**src/rtl/pio_arb_pkg.sv**
```systemverilog
// Shared types and soc PIO word addresses for the PIO write arbiter.
package pio_arb_pkg;

    typedef enum logic {IDLE, WRITE} arb_state_t;

    localparam int unsigned PIO_ADDR_W = 4;

    localparam logic [PIO_ADDR_W-1:0] ADDR_HEX0 = 4'd0;
    localparam logic [PIO_ADDR_W-1:0] ADDR_HEX1 = 4'd1;
    localparam logic [PIO_ADDR_W-1:0] ADDR_HEX2 = 4'd2;
    localparam logic [PIO_ADDR_W-1:0] ADDR_HEX3 = 4'd3;
    localparam logic [PIO_ADDR_W-1:0] ADDR_LEDR = 4'd4;
    localparam logic [PIO_ADDR_W-1:0] ADDR_SW   = 4'd5;

endpackage

```
**src/rtl/pio_write_arbiter_if.sv**
```systemverilog
// Requester-side valid/ready bus plus the shared Avalon-MM write master.
interface pio_write_arbiter_if #(
    parameter int unsigned NUM_REQ = 4,
    parameter int unsigned ADDR_W  = 4,
    parameter int unsigned DATA_W  = 32
);
    localparam int unsigned IDX_W = $clog2(NUM_REQ);

    logic [NUM_REQ-1:0]        req_valid;
    logic [NUM_REQ*ADDR_W-1:0] req_addr;
    logic [NUM_REQ*DATA_W-1:0] req_data;
    logic [NUM_REQ-1:0]        req_ready;
    logic [ADDR_W-1:0]         avm_address;
    logic                      avm_write;
    logic [DATA_W-1:0]         avm_writedata;
    logic                      avm_waitrequest;
    logic [IDX_W-1:0]          grant_id;
    logic                      busy;

    // Arbiter side: it is the Avalon master.
    modport master (
        input  req_valid, req_addr, req_data, avm_waitrequest,
        output req_ready, avm_address, avm_write, avm_writedata, grant_id, busy
    );

    modport slave (
        output req_valid, req_addr, req_data, avm_waitrequest,
        input  req_ready, avm_address, avm_write, avm_writedata, grant_id, busy
    );

endinterface

```
**src/rtl/rr_select.sv**
```systemverilog
// Combinational rotate-priority encoder: first set bit of req searching
// upward from last_grant+1 with wrap.
module rr_select #(
    parameter int unsigned NUM_REQ = 4
) (
    input  logic [NUM_REQ-1:0]         req,
    input  logic [$clog2(NUM_REQ)-1:0] last_grant,
    output logic [NUM_REQ-1:0]         onehot,
    output logic [$clog2(NUM_REQ)-1:0] index,
    output logic                       any
);
    localparam int unsigned IDX_W = $clog2(NUM_REQ);

    logic [IDX_W-1:0] cand;

    always_comb begin
        onehot = '0;
        index  = '0;
        any    = 1'b0;
        cand   = '0;
        for (int unsigned k = 1; k <= NUM_REQ; k++) begin
            cand = IDX_W'((32'(last_grant) + k) % NUM_REQ);
            if (!any && req[cand]) begin
                any          = 1'b1;
                onehot[cand] = 1'b1;
                index        = cand;
            end
        end
    end

endmodule

```
**src/rtl/pio_write_arbiter.sv**
```systemverilog
// Round-robin arbiter sharing one Avalon-MM write master among NUM_REQ
// valid/ready requesters; one latched write per grant.
module pio_write_arbiter
    import pio_arb_pkg::*;
#(
    parameter int unsigned NUM_REQ = 4,
    parameter int unsigned ADDR_W  = 4,
    parameter int unsigned DATA_W  = 32
) (
    input logic                clk,
    input logic                reset_n,
    pio_write_arbiter_if.master bus
);
    localparam int unsigned IDX_W = $clog2(NUM_REQ);

    arb_state_t       state_q, state_d;
    logic             write_q, write_d;
    logic [ADDR_W-1:0] addr_q, addr_d;
    logic [DATA_W-1:0] data_q, data_d;
    logic [IDX_W-1:0] grant_q, grant_d;
    logic [IDX_W-1:0] last_grant_q, last_grant_d;

    logic [NUM_REQ-1:0] sel_onehot;
    logic [IDX_W-1:0]   sel_index;
    logic               sel_any;
    logic [ADDR_W-1:0]  sel_addr;
    logic [DATA_W-1:0]  sel_data;

    rr_select #(
        .NUM_REQ (NUM_REQ)
    ) u_rr_select (
        .req        (bus.req_valid),
        .last_grant (last_grant_q),
        .onehot     (sel_onehot),
        .index      (sel_index),
        .any        (sel_any)
    );

    always_comb begin
        sel_addr = '0;
        sel_data = '0;
        for (int i = 0; i < NUM_REQ; i++) begin
            if (sel_onehot[i]) begin
                sel_addr = bus.req_addr[i*ADDR_W +: ADDR_W];
                sel_data = bus.req_data[i*DATA_W +: DATA_W];
            end
        end
    end

    always_comb begin
        state_d      = state_q;
        write_d      = write_q;
        addr_d       = addr_q;
        data_d       = data_q;
        grant_d      = grant_q;
        last_grant_d = last_grant_q;
        case (state_q)
            IDLE: begin
                if (sel_any) begin
                    state_d = WRITE;
                    write_d = 1'b1;
                    addr_d  = sel_addr;
                    data_d  = sel_data;
                    grant_d = sel_index;
                end
            end
            WRITE: begin
                if (!bus.avm_waitrequest) begin
                    state_d      = IDLE;
                    write_d      = 1'b0;
                    last_grant_d = grant_q;
                end
            end
            default: state_d = IDLE;
        endcase
    end

    always_ff @(posedge clk or negedge reset_n) begin
        if (!reset_n) begin
            state_q      <= IDLE;
            write_q      <= 1'b0;
            addr_q       <= '0;
            data_q       <= '0;
            grant_q      <= '0;
            last_grant_q <= IDX_W'(NUM_REQ - 1);
        end else begin
            state_q      <= state_d;
            write_q      <= write_d;
            addr_q       <= addr_d;
            data_q       <= data_d;
            grant_q      <= grant_d;
            last_grant_q <= last_grant_d;
        end
    end

    // Gated by reset_n so no accept strobe is shown while held in reset.
    assign bus.req_ready     = (state_q == IDLE && reset_n) ? sel_onehot : '0;
    assign bus.avm_write     = write_q;
    assign bus.avm_address   = addr_q;
    assign bus.avm_writedata = data_q;
    assign bus.grant_id      = grant_q;
    assign bus.busy          = (state_q == WRITE);

endmodule

```
**src/flat_wrapper.sv**
```systemverilog
// flat-port wrapper written by rule: the top's interface ports become plain ports
module pio_write_arbiter_flat import pio_arb_pkg::*;
#(
    parameter int unsigned NUM_REQ = 4,
    parameter int unsigned ADDR_W  = 4,
    parameter int unsigned DATA_W  = 32
)
  (clk, reset_n, bus_req_valid, bus_req_addr, bus_req_data, bus_avm_waitrequest, bus_req_ready, bus_avm_address, bus_avm_write, bus_avm_writedata, bus_grant_id, bus_busy);
  pio_write_arbiter_if #(.NUM_REQ(NUM_REQ), .ADDR_W(ADDR_W), .DATA_W(DATA_W)) bus_i ();
  input logic clk;
  input logic reset_n;
  input wire logic [$bits(bus_i.req_valid)-1:0] bus_req_valid;
  input wire logic [$bits(bus_i.req_addr)-1:0] bus_req_addr;
  input wire logic [$bits(bus_i.req_data)-1:0] bus_req_data;
  input wire logic [$bits(bus_i.avm_waitrequest)-1:0] bus_avm_waitrequest;
  output wire logic [$bits(bus_i.req_ready)-1:0] bus_req_ready;
  output wire logic [$bits(bus_i.avm_address)-1:0] bus_avm_address;
  output wire logic [$bits(bus_i.avm_write)-1:0] bus_avm_write;
  output wire logic [$bits(bus_i.avm_writedata)-1:0] bus_avm_writedata;
  output wire logic [$bits(bus_i.grant_id)-1:0] bus_grant_id;
  output wire logic [$bits(bus_i.busy)-1:0] bus_busy;
  assign bus_i.req_valid = bus_req_valid;
  assign bus_i.req_addr = bus_req_addr;
  assign bus_i.req_data = bus_req_data;
  assign bus_i.avm_waitrequest = bus_avm_waitrequest;
  assign bus_req_ready = bus_i.req_ready;
  assign bus_avm_address = bus_i.avm_address;
  assign bus_avm_write = bus_i.avm_write;
  assign bus_avm_writedata = bus_i.avm_writedata;
  assign bus_grant_id = bus_i.grant_id;
  assign bus_busy = bus_i.busy;
  pio_write_arbiter #(.NUM_REQ(NUM_REQ), .ADDR_W(ADDR_W), .DATA_W(DATA_W)) u_core (.clk(clk), .reset_n(reset_n), .bus(bus_i));
endmodule
```
**config.mk**
```make
export PLATFORM = sky130hd
export DESIGN_NAME = pio_write_arbiter_flat
export DESIGN_NICKNAME = d
export VERILOG_FILES = /design/src/rtl/pio_arb_pkg.sv /design/src/rtl/pio_write_arbiter_if.sv /design/src/rtl/rr_select.sv /design/src/rtl/pio_write_arbiter.sv /design/src/flat_wrapper.sv
export SDC_FILE = /design/constraint.sdc
export NUM_CORES = 1
export LEC_CHECK = 0
export BUFFER_PORTS_ARGS = -buffer_cell sky130_fd_sc_hd__buf_4
export CAP_MARGIN = 20
export CORE_MARGIN = 2
export CORE_UTILIZATION = 45
export CTS_CLUSTER_DIAMETER = 150
export DETAILED_ROUTE_END_ITERATION = 16
export PLACE_DENSITY_LB_ADDON = 0.25
export SLEW_MARGIN = 10
export SYNTH_ARGS = -nofsm -noshare
export SYNTH_HDL_FRONTEND = slang
export SYNTH_SLANG_ARGS = --single-unit
```
**constraint.sdc**
```tcl
create_clock -name clk -period 7.7 [get_ports clk]
set_input_delay 1.54 -clock clk [delete_from_list [all_inputs] [get_ports clk]]
set_output_delay 1.54 -clock clk [all_outputs]
set_load 0.03 [all_outputs]
```
==> impl_metrics.toml <==
[timing]
fin_crit_sh_pct = 63.92
setup_viol_count_final = 0
rsz0062_at_grt = "false"
relSlewSlack_pct = 30.43
tightest_slew_ps = 1041
finalSetupTns_ps = 0
maxSlewViolCount = 0
hold_viol = 0
period_needed_ps = 4922
skew_ps = 11.24
fmax_mhz = 203.2

[die]
die_w_microns = 85.50
die_y_microns = 85.50
io_pins = 195
dieArea_sq_um = 7310
num_rows = 29
core-area_sq_um = 6386
initial_utilization_pct = 46.81

[power]
irDropWorstVdd_uv = 463.6
power_mw = 1.867
power.density_nw_per_um2 = 413.0
p_leak_nw = 2.059

[clock_network]
clock_sinks = 42
clock_latency_ps = 300
root_buffer = "clkbuf_8"
hold_buffers = 0
tritoncts = "yes"
cts_buffer_depth = 2
postCtsSetupBuffers = 0
cts_buffers = 5
cts.repair.resized = 0
path_clk_slew_ps = 80
htreeDepth = 2

[grt]
grt_max_degree = 44
grt_pass1_wl_microns = 17110
grt-ovfl-total = 0
track_usage_pct = 29.09
first_global_vias = 3487
antenna_found_initial = 0

[worst_setup_path]
cp.required_ps = 6160
worstSetupPathType = "reg2out"
critical_path.max_fanout = 20
arrival_ps = 3380
end_kind = "primary output"
setup.worst_path.start_class = "register"

[yosys]
synthArstFlopShare_pct = 100.0
seq_area_frac_synth_pct = 35.24
postSynthAreaPerCell_sq_um = 8.540
synth_cell_types = 40
ys.flop_type = "dfrtp_1"
syn_area_sq_um = 2989
syn_nets = 509
yosysWarnings = 0
synth_cells = 350
yosys_register_bits = 42
synth_edf_count = 0

[cells_and_area]
drive_above_1_share_pct = 42.53
diodes = 0
syn2layout_area_growth_pct = 51.23
nets = 680

[routing]
wirelength_microns = 11090
antenna_left = 0
viasPerCell = 6.073
drtIter0Drc = 144
drt_pass1_iterations = 5
vias = 3638
drc = 0
wl_per_cell_microns = 18.52

[job]
cap_violations = 0

[placed_design]
hpwl_microns = 7912
portBuffers = 194
gp_congestion = 0.9005

[worst_hold_path]
hold_class = "reg2reg"

[outcome]
status = "completed"
[final timing paths]
kind                                      startpoint                      endpoint  slack, ps  cells after the start
setup / recovery              u_core.last_grant_q[0]              bus_req_ready[3]       2780                      8
hold / removal             u_core.bus.avm_address[2]     u_core.bus.avm_address[2]        550                      2
setup reg to reg              u_core.last_grant_q[0]  u_core.bus.avm_writedata[27]       3680                      9
hold reg to reg            u_core.bus.avm_address[2]     u_core.bus.avm_address[2]        550                      2
max in group asynchronous                    reset_n        u_core.last_grant_q[0]       6090                      1
min in group asynchronous                    reset_n               u_core.bus.busy       1220                      1
[cell families (layout without fill, tap and decap cells)]
| kind of cell | Yosys count | count (layout) | synth area share, % |
|---|---|---|---|
| AOI/OAI and AO/OA | 177 | 177 | 39.35 |
| adders and majority gates | 8 | 8 | 3.349 |
| buffers and inverters | 39 | 211 | 6.613 |
| DFF | 42 | 42 | 35.24 |
| muxes | 8 | 8 | 3.976 |
| and+or+nand+nor | 76 | 76 | 11.47 |
[metal layers]
metal	global-route usage [%]	routed length [microns]	share of wire, %	vias to the layer above
met5	0	0	0	-
met2	48.58	5514	50	188
met1	37.99	4348	39	1746
met4	8.225	231	2.1	0
met3	6.737	1000	9.0	17
li1	-	-	-	1687
[through the flow]
stage                     instances  util, %  cell area [sq um]  setup WS (ps)  hold slack (ps)
final                           599    70.79               4521           2778            549.0
after global routing            599    70.79               4521           2601            570.6
after CTS                       599    70.79               4521           2778            555.3
after detailed placement        591    69.30               4425           2932            536.3
after global placement          591    69.30               4425           2949            526.9
after floorplan                 350        -               2989           2515            641.8
[critical path, stage by stage, from the launching register on]
cell and delay, ps:
dfstp_2 760, inv_1 230, ha_1 560, mux4_2 570
nor3b_2 190, and2_1 200, a211o_1 290, nor2b_1 140
buf_4 170
[layout make-up]
| cell class | count | area (sq um) |
|---|---|---|
| sequential | 42 | 1054 |
| fill | 517 | 1866 |
| clock inverter | 2 | 12.51 |
| timing repair buffer | 200 | 1501 |
| clock buffer | 6 | 82.58 |
| tap | 77 | 96.34 |
| multi-input combinational | 269 | 1763 |
| inverter | 3 | 11.26 |
[synth_stat cells, types with 2 or more instances]
master	count	area [sq um]
nand2b_1	5	31.28
and2_1	3	18.77
o211ai_1	2	15.01
and3b_1	2	17.52
buf_6	3	33.78
a221oi_2	2	30.03
a211o_1	2	17.52
ha_1	8	100.1
dfstp_2	2	52.55
nor3b_1	2	15.01
inv_1	3	11.26
buf_4	2	15.01
mux2i_1	4	40.04
o21ai_1	4	20.02
nor2b_1	4	25.02
clkbuf_1	13	48.80
clkbuf_2	3	15.01
o21ai_0	40	200.2
nand2_1	14	52.55
nor2_1	44	165.2
a221oi_1	36	315.3
buf_2	14	70.07
a21oi_1	42	210.2
mux4_2	3	67.56
dfrtp_1	40	1001
o22ai_1	39	244.0
[placed cells by master (no fill, tap or decap), types with 3 or more instances in the layout]
cell type	count
clkbuf_8	6
o21ai_1	4
ha_1	8
inv_1	3
and2_1	3
mux2i_1	4
nor2_1	44
nor2b_1	4
a21oi_1	41
o21ai_0	40
buf_4	200
a221oi_1	36
mux4_2	3
nand2b_1	4
dfrtp_1	40
o22ai_1	39
nand2_1	14
[registers in the layout, indices dropped and copies added (netlist names)]
name                      cells
u_core.bus.avm_writedata     32
u_core.bus.busy               1
u_core.last_grant_q           2
u_core.bus.grant_id           2
u_core.bus.avm_write          1
u_core.bus.avm_address        4
[where the power goes]
group | internal (mW) | switching (mW)
sequential | 0.332 | 0.0875
combinational | 0.496 | 0.800
clock | 0.0722 | 0.0792
total | 0.900 | 0.967
No activity file was read; power rests on OpenSTA's default activity.
